`src/rtl/puncturer.sv`:
```
// Puncturer for a serial rate-1/2 convolutional code stream (A/B interleaved, A first).
// Supports rates 1/2, 2/3 and 3/4; define PUNCT_STATS_EN to add the Drop_count output.
module puncturer (
  input  logic        Clock,
  input  logic        Reset,
  input  logic        In_bit,
  input  logic        In_valid,
  input  logic        In_start,
  input  logic        In_last,
  input  logic [1:0]  Rate,
  output logic        Out_bit,
  output logic        Out_valid,
  output logic        Out_start,
  output logic        Align_err
`ifdef PUNCT_STATS_EN
  ,
  output logic [15:0] Drop_count
`endif
);

  localparam int unsigned PHASE_W = 3;
  localparam int unsigned CNT_W   = 16;

  localparam logic [1:0] RATE_1_2  = 2'b00;
  localparam logic [1:0] RATE_2_3  = 2'b01;
  localparam logic [1:0] RATE_3_4  = 2'b10;
  localparam logic [1:0] RATE_RSVD = 2'b11;

  typedef enum logic {
    IDLE   = 1'b0,
    ACTIVE = 1'b1
  } state_e;

  state_e               state_q;
  logic [PHASE_W-1:0]   phase_q;
  logic [1:0]           rate_q;
  logic                 out_bit_q;
  logic                 out_valid_q;
  logic                 out_start_q;
  logic                 align_err_q;

  logic                 accept_c;
  logic [1:0]           eff_rate_c;
  logic [PHASE_W-1:0]   eff_phase_c;
  logic [PHASE_W-1:0]   last_phase_c;
  logic                 keep_c;
  logic [PHASE_W-1:0]   phase_d;

  // Highest phase index of the puncturing period for a given rate.
  function automatic logic [PHASE_W-1:0] last_phase(input logic [1:0] r);
    case (r)
      RATE_2_3: last_phase = PHASE_W'(3);
      RATE_3_4: last_phase = PHASE_W'(5);
      default:  last_phase = PHASE_W'(1);
    endcase
  endfunction

  // Keep mask: 2/3 drops B1 (phase 3); 3/4 drops B1 and A2 (phases 3 and 4).
  function automatic logic keep_bit(input logic [1:0] r, input logic [PHASE_W-1:0] p);
    case (r)
      RATE_2_3: keep_bit = (p != PHASE_W'(3));
      RATE_3_4: keep_bit = (p != PHASE_W'(3)) && (p != PHASE_W'(4));
      default:  keep_bit = 1'b1;
    endcase
  endfunction

  // Resolve which rate/phase applies to the bit presented this cycle.
  always_comb begin
    accept_c    = 1'b0;
    eff_rate_c  = rate_q;
    eff_phase_c = phase_q;
    if (In_valid) begin
      if (In_start) begin
        accept_c    = 1'b1;
        eff_rate_c  = (Rate == RATE_RSVD) ? RATE_1_2 : Rate;
        eff_phase_c = '0;
      end else if (state_q == ACTIVE) begin
        accept_c = 1'b1;
      end
    end
    last_phase_c = last_phase(eff_rate_c);
    keep_c       = keep_bit(eff_rate_c, eff_phase_c);
    phase_d      = (eff_phase_c == last_phase_c) ? '0 : PHASE_W'(eff_phase_c + PHASE_W'(1));
  end

  // Frame state machine and registered outputs.
  always_ff @(posedge Clock or posedge Reset) begin
    if (Reset) begin
      state_q     <= IDLE;
      phase_q     <= '0;
      rate_q      <= RATE_1_2;
      out_bit_q   <= 1'b0;
      out_valid_q <= 1'b0;
      out_start_q <= 1'b0;
      align_err_q <= 1'b0;
    end else begin
      out_valid_q <= 1'b0;
      out_start_q <= 1'b0;
      align_err_q <= 1'b0;
      if (accept_c) begin
        rate_q      <= eff_rate_c;
        out_valid_q <= keep_c;
        out_start_q <= In_start;
        if (keep_c) begin
          out_bit_q <= In_bit;
        end
        if (In_last) begin
          state_q     <= IDLE;
          phase_q     <= '0;
          align_err_q <= (eff_phase_c != last_phase_c);
        end else begin
          state_q <= ACTIVE;
          phase_q <= phase_d;
        end
      end
    end
  end

  assign Out_bit   = out_bit_q;
  assign Out_valid = out_valid_q;
  assign Out_start = out_start_q;
  assign Align_err = align_err_q;

`ifdef PUNCT_STATS_EN
  logic [CNT_W-1:0] drop_cnt_q;

  // Dropped-bit counter, cleared by each frame start and saturating at all ones.
  always_ff @(posedge Clock or posedge Reset) begin
    if (Reset) begin
      drop_cnt_q <= '0;
    end else if (accept_c) begin
      if (In_start) begin
        drop_cnt_q <= '0;
      end else if (!keep_c && (drop_cnt_q != {CNT_W{1'b1}})) begin
        drop_cnt_q <= CNT_W'(drop_cnt_q + CNT_W'(1));
      end
    end
  end

  assign Drop_count = drop_cnt_q;
`endif

endmodule

```
`config.mk`:
```
export PLATFORM = sky130hd
export DESIGN_NAME = puncturer
export DESIGN_NICKNAME = d
export VERILOG_FILES = /design/src/rtl/puncturer.sv
export SDC_FILE = /design/constraint.sdc
export NUM_CORES = 1
export LEC_CHECK = 0
export ABC_AREA = 1
export CAP_MARGIN = 20
export CORE_MARGIN = 2
export CORE_UTILIZATION = 28
export CTS_BUF_LIST = sky130_fd_sc_hd__clkbuf_4 sky130_fd_sc_hd__clkbuf_8
export DETAILED_ROUTE_END_ITERATION = 8
export PLACE_DENSITY = 0.47
export SLEW_MARGIN = 20
export SYNTH_ARGS = -nofsm -noshare
export SYNTH_HDL_FRONTEND = slang
export SYNTH_SLANG_ARGS = --single-unit
export TNS_END_PERCENT = 10
```
`constraint.sdc`:
```
create_clock -name Clock -period 1.8 [get_ports Clock]
set_clock_uncertainty 0.2 [all_clocks]
set_input_delay 0.18 -clock Clock [delete_from_list [all_inputs] [get_ports Clock]]
set_output_delay 0.18 -clock Clock [all_outputs]
set_load 0.01 [all_outputs]
```
== After elaboration in Yosys (flattened, before gate mapping) ==
Cells that the tools add are included.
Word-level totals
  output and inout port bits: 4
  bits of input ports: 8
  flip-flop bits (word level): 10
  logic and storage cells: 34
  bits in latches: 0
  ROM bits: 0
  memories kept: 0
  memory bits (writable): 0
Operators by class
  divide/modulo/power cells: 0
  multipliers: 0
  $add $sub $neg: 1
  bitwise gates (word level): 0
  shift-type cells: 0
  muxes and demuxes: 17
  reduce and logical (&&, ||, !) cells: 2
  magnitude comparators: 0
  equality and inequality tests: 7
Operators with widths (count)
  2-to-1 mux 3 bit: 4
  2-to-1 mux 1 bit: 8
  2-to-1 mux 2 bit: 3
  case mux 3 bit (2 select lines): 1
  equality test 2 bit (second input constant): 2
  adder 3 x 1 -> 3 bit (second input constant): 1
  equality test 3 bit: 1
  != test 3 x 2 -> 1 bit (second input constant): 1
  != test 3 bit: 1
  != test 3 bit (second input constant): 1
  equality test 2 x 1 -> 1 bit (second input constant): 1
  case mux 1 bit (2 select lines): 1
  AND reduction 2 bit: 1
  logical AND 1 bit: 1

== Logic depth before layout (Yosys ltp) ==
Gate-level depths: netlist of the first run.
  depth after elaboration: 9
  gate-level depth with buffers: 12

== Worst setup path before layout of the first run ==
No wires, ideal clock.
  path kind: register to register
  start: register phase_q[0]
  end: register out_bit_q, in the netlist Out_bit
  period minus slack after synthesis: 1.458 ns
  slack: 0.342 ns
  required time: 1.484 ns
  arrival time: 1.141 ns
  stages on the path, launching flop included: 10
  path through: dfrtp_1 -> inv_1 -> nor2_1 -> ha_1 -> ha_1 -> nand3_1 -> nand3_1 -> inv_1 -> nand2_1 -> nand2_1
On the way
  cells in the longest elaborated chain, start to end: 6
  elaborated cells on any way between the ends: 7
Ends and longest elaborated chain
  start: declaration: line 35  | logic [PHASE_W-1:0] phase_q;
  start signal: assignment: line 113  | phase_q <= phase_d;
  2-to-1 mux 3 bit: line 73  | if (In_start) begin
  2-to-1 mux 3 bit (*): line 72  | if (In_valid) begin
  != test 3 x 2 -> 1 bit / != test 3 bit (equally long branches): line 61, 62
  logical AND 1 bit: line 62  | RATE_3_4: keep_bit = (p != PHASE_W'(3)) && (p != PHASE_W'(4));
  case mux 1 bit (2 select lines) (*): line 60  | case (r)
  AND reduction 2 bit (no line) (*)
  end signal: assignment: line 105  | out_bit_q <= In_bit;
  end: declaration: line 37  | logic out_bit_q;
Every way passes the cells marked *; elsewhere a longest branch is shown, timed or not.
A chain may end at the register's enable or synchronous reset.

== Worst setup path after layout of the first run ==
  start: register phase_q[1]
  end: register out_bit_q, in the netlist Out_bit
Same word-level chain as after synthesis.

==> impl_metrics.toml, run 1 <==
[run_status]
status = "finished with violations"
violations = "hold timing"

[worst_setup_path]
rr_endpoint = "Out_bit$_DFFE_PP0P_"
r2r_slack_ps = 260
cpPeakStageDelay_ps = 390
worstPathCellList = "nand2_1, inv_1, ha_1, ha_1, nand3_1, nand3_1, inv_1, nand2_1, nand2_1"
reg2reg_depth = 9
cp_max_fo = 3
crit_required_ps = 1810
timing.critical_path.mode_cell = "nand2_1"
crit_type = "flip-flop to flip-flop"
cp-start-kind = "flip-flop"
rr_startpoint = "phase_q[1]$_DFFE_PP0P_"
path_buf_inv = 2
end_kind = "flip-flop"
cp-startpoint = "phase_q[1]$_DFFE_PP0P_"
path_delay_family = "flip-flops"
worstPathArrival_ps = 1550
critPathSlowestCell = "dfrtp_1"

[power]
clock_power_share = 0.323
power_frac_seq = 0.412
p_sw_mw = 0.179
power_density_nw_per_um2 = 790
p_leak_nw = 0.468
swShare = 0.281
p_int_mw = 0.458
ir_drop_mv = 0.459
power_frac_comb = 0.265

[cts]
cts_buffer_depth = 2
cts_buffers = 3
cts_setup_buffers = 0
clk_pin_slew_ps = 70
clkLatencyLatePin_ps = 260
clock-sinks = 10
cts_hold_buf = 0
h-tree-depth = 1
cts_tree = "built"
cts_root_buf = "clkbuf_4"

[synthesis]
synthXorXnorAreaFrac = 0
avgSynthCellArea_sq_um = 7.36
yosysSeqAreaShare = 0.436
synth_top_area_share = 0.436
synthAdderAreaFrac = 0.0654
synth_edf_count = 0
synth_top_family_by_area = "simple AND/OR/NAND/NOR gates"
yosysWarnings = 0
yosys.cell_types.count = 14
synthTopCellsByCount = "33 x nand2_1, 14 x inv_1, 10 x dfrtp_1, 5 x nand3_1, 4 x nor2_1"
netlist.top_cell.by_area = "dfrtp_1"
synthMuxAreaShare = 0
synthSimpleGateAreaFrac = 0.357
ys_ff_latch = 10
ys_async_sr_fraction = 1.00
synthCells = 78
synth_area_sq_um = 574
synth_compound_area_frac = 0.0436
yosysMostFrequentCell = "nand2_1"
synth.area.top_cells = "dfrtp_1 44%, nand2_1 22%, inv_1 9.2%"
syn_nets = 89
ys.flop_type = "dfrtp_1"

[layout]
final_cell_area_sq_um = 807
fin_cells = 126
n_antenna_cell = 0
finalNetCount = 111
fillCellCount = 198
fin_util = 0.416
area_growth_pct = 40.5
multi_input_area_sq_um = 270
sequential_cell_area_sq_um = 250
layout-drive-gt1-share = 0.172

[sta]
hold_viol = 10
grt_setup_unrepaired = "no"
hold_slack_ps = -9.77
fin_crit_sh = 0.856
slew_violations = 0
fin_crit_ps = 1540
setup_slack_ps = 259
clock.fmax_ghz = 0.649
finalSetupViolCount = 0
slew_headroom = 0.735
worst_pin_slew_ps = 397

[global_routing]
antenna_found_initial = 0
grt_pass1_wl_microns = 1890
grt.busiest_layer = "met2"
gr-usage-met2 = 0.176
grt_max_degree = 11
grt_pass1_vias = 470
met3_usage = 0.0307
met1_usage = 0.117
track_usage = 0.102
grt-ovfl-total = 0

[detailed_routing]
drtAntennaViolNets = 0
vias_per_cell = 3.98
wire_per_inst_microns = 8.21
routed_wl_microns = 1030
firstDrtPassIters = 4
drtIter0Drc = 11
drc = 0
vias = 501

[placed_design]
place_hpwl_microns = 852
placedCellCount = 122
dp_slack_ps = -193
place_area_sq_um = 763
gp_congestion = 0.711
io_buffers = 11

[die]
rows = 16
die_y_microns = 49.3
chipWidth_microns = 49.3
initial_utilization = 0.296
coreArea_sq_um = 1940
io_pins = 12
dieArea_sq_um = 2430

[flow_run]
maxCapViolCount = 0

[worst_hold_path]
min_path_type = "input pin to async pin"
[placed cells by master, fill, tap and decap left out, types with 2 or more instances in the layout]
cell	n
dfrtp_1	10
nand2_1	33
buf_4	6
clkbuf_4	3
nor2_1	3
nand3_1	5
ha_1	3
o21ai_0	2
inv_1	14
clkdlybuf4s50_1	9
dlymetal6s2s_1	2
[layer usage]
metal	share of wire	up-vias
met2	0.48	9
li1	-	280
met5	0	-
met1	0.47	210
met4	0.0087	0
met3	0.043	2
[power groups by stage]
stage | clock [mW] | sequential [mW] | combinational [mW]
5_1_grt | 0.227 | 0.266 | 0.194
4_1_cts | 0.213 | 0.262 | 0.171
3_3_place_gp | 0 | 0.267 | 0.172
3_5_place_dp | 0 | 0.267 | 0.171
6_report | 0.206 | 0.263 | 0.169
2_1_floorplan | 0 | 0.270 | 0.0915
[kinds of logic (layout without fill, tap and decap cells)]
kind of cell    Yosys count  in the layout
flops                    10             10
compound gates            4              4
simple gates             46             46
buf+inv                  15             36
fa+ha+maj                 3              3
[final cells by class]
class,instances,area share
multi-input combinational,53,0.335
sequential,10,0.310
timing repair buffer,17,0.198
inverter,15,0.0698
clock buffer,4,0.0450
tap,27,0.0419
[worst max-delay path by stage]
stage	to	slack (ps)	cells past startpoint
after detailed placement	Out_bit$_DFFE_PP0P_	-190	11
final	Out_bit$_DFFE_PP0P_	260	9
after global routing	Out_bit$_DFFE_PP0P_	90	9
after global placement	Out_bit$_DFFE_PP0P_	-220	11
after CTS	Out_bit$_DFFE_PP0P_	100	11
after floorplan	Out_bit$_DFFE_PP0P_	340	9
[flip-flops by register name, summed over array words and instances (netlist names)]
| register | count |
|---|---|
| Align_err | 1 |
| Out_bit | 1 |
| Out_start | 1 |
| Out_valid | 1 |
| phase_q | 3 |
| rate_q | 2 |
| state_q | 1 |
[stage by stage]
step | power, mW | setup TNS, ps
finish | 0.637 | 0
detailed placement | 0.438 | -540
global placement | 0.439 | -600
global route | 0.687 | 0
CTS | 0.646 | 0
floorplan | 0.361 | 0
[timing repair]
| action | in CTS | in global routing |
|---|---|---|
| endpoints found under the hold margin | 0 | 0 |
| resized for setup | 0 | 3 |
| endpoints found under the setup margin | 0 | 1 |
(Power assumes the default switching activity.)
==> inputs of run 2 (changes only) <==
CTS_CLUSTER_DIAMETER = 60   (was not set)
==> results of run 2 <==
Same layout as run 1: the final DEF is identical, and so are final timing and power.
==> inputs of run 3 (changes only) <==
CAP_MARGIN = not set   (was 20)
clock period = 1.7 ns   (was 1.8 ns; I/O delays follow)
==> run 3 against run 2 <==
Net effect:
- the run now ends clean
- design area up 0.47%
- sequential share of layout area down 0.14 points
- register-to-register slack got worse by 60 ps
- highest routed layer is now met3
- largest cell class unchanged
- largest power group unchanged
- wire length grew 10%
- critical path type is now flip-flop to primary output
==> impl_metrics.toml, run 3 (same netlist as run 1, synthesis figures left out) <==
[global_routing]
grt_max_degree = 11
track_usage = 0.105
grt-ovfl-total = 0
grt_pass1_wl_microns = 1920
antenna_found_initial = 0
grt_pass1_vias = 490

[die]
rows = 16
chipWidth_microns = 49.3
coreArea_sq_um = 1940
initial_utilization = 0.296
die_y_microns = 49.3
dieArea_sq_um = 2430
io_pins = 12

[layout]
top_register = "phase_q"
fillCellCount = 210
finalNetCount = 112
final_common_cell = "nand2_1"
area_growth_pct = 41.2
sequential_cell_area_sq_um = 250
layout_common_cells = "33 x nand2_1, 14 x inv_1, 10 x dfrtp_1, 9 x clkdlybuf4s50_1, 6 x buf_4"
largest_reg_flops = 3
n_antenna_cell = 0
final_cell_area_sq_um = 811
layout-drive-gt1-share = 0.172
reg.largest.list = "phase_q: 3 flops, rate_q: 2 flops"
multi_input_area_sq_um = 278

[placed_design]
dp_slack_ps = -324
place_area_sq_um = 763
io_buffers = 11
place_hpwl_microns = 905
gp_congestion = 0.754

[sta]
hold_slack_ps = 158
setup_slack_ps = 179
slew_violations = 0
finalSetupViolCount = 0
final.setup.tns_ps = 0
fin_crit_sh = 0.894
slew_headroom = 0.732
clock.fmax_ghz = 0.658
grt_setup_unrepaired = "no"
worst_pin_slew_ps = 402
hold_viol = 0
fin_crit_ps = 1520

[worst_setup_path]
crit_required_ps = 1330
rr_endpoint = "Out_bit$_DFFE_PP0P_"
crit_type = "flip-flop to primary output"
cp_max_fo = 2
cpPeakStageDelay_ps = 540
rr_startpoint = "phase_q[1]$_DFFE_PP0P_"
cp-start-kind = "flip-flop"
critPathSlowestCell = "clkdlybuf4s50_1"
end_kind = "primary output"
r2r_slack_ps = 200
worstPathArrival_ps = 1150
path_delay_family = "buffers and inverters"
worstPathCellList = "clkdlybuf4s50_1"
path_buf_inv = 1
reg2reg_depth = 9
worst-path-stages = 1

[detailed_routing]
vias = 518
drtAntennaViolNets = 0
wire_per_inst_microns = 9.03
firstDrtPassIters = 2
drc = 0
routed_wl_microns = 1140
drtIter0Drc = 6
vias_per_cell = 4.11

[cts]
cts_tree = "built"
clock-sinks = 10
cts_buffer_depth = 2
clkLatencyLatePin_ps = 270
cts_setup_buffers = 0
cts_root_buf = "clkbuf_4"
cts_buffers = 3
clk_pin_slew_ps = 60
h-tree-depth = 1

[power]
p_leak_nw = 0.463
ir_drop_mv = 0.404
power_density_nw_per_um2 = 774

[run_status]
status = "completed"

[worst_hold_path]
min_path_type = "input pin to flip-flop"
holdPathEnd = "Out_start$_DFF_PP0_"
min_from = "In_valid"
hold_path_depth = 4

[flow_run]
maxCapViolCount = 0
-- run 3: worst max path at each step --
stage,endpoint,startpoint
final,Out_bit,Out_bit$_DFFE_PP0P_
after detailed placement,Out_bit$_DFFE_PP0P_,In_valid
after floorplan,Out_bit$_DFFE_PP0P_,phase_q[0]$_DFFE_PP0P_
after CTS,Out_bit$_DFFE_PP0P_,In_valid
after global routing,Out_bit$_DFFE_PP0P_,phase_q[1]$_DFFE_PP0P_
after global placement,Out_bit$_DFFE_PP0P_,In_valid
-- run 3: final cells by class --
class,count,area share
multi-input cells,53,0.343
flip-flops and latches,10,0.309
well taps,27,0.0417
inverters,15,0.0694
clock buffers,3,0.0278
repair buffers,18,0.210
-- run 3: through the flow --
step	total power, mW	utilization	std cells
3_5_place_dp	0.465	0.393	122
3_3_place_gp	0.465	0.393	122
5_1_grt	0.675	0.418	126
6_report	0.628	0.418	126
2_1_floorplan	0.383	-	78
4_1_cts	0.636	0.411	126
-- run 3: metal layers --
metal,part of all wire,track usage
met2,0.51,0.194
met4,0,0.0286
met1,0.45,0.105
met5,0,0
met3,0.041,0.0491
-- run 3: timing repair --
| item | in CTS | in global routing |
|---|---|---|
| hold endpoints to repair | 5 | 0 |
| hold buffers | 1 | 0 |
| setup endpoints to repair | 1 | 2 |
| gates resized for setup | 1 | 4 |
-- run 3: power breakdown --
part	leakage, nW	internal (mW)	switching, mW
clock network	0.0138	0.0819	0.0811
logic	0.319	0.0929	0.0930
registers	0.130	0.266	0.0130
total	0.463	0.441	0.187
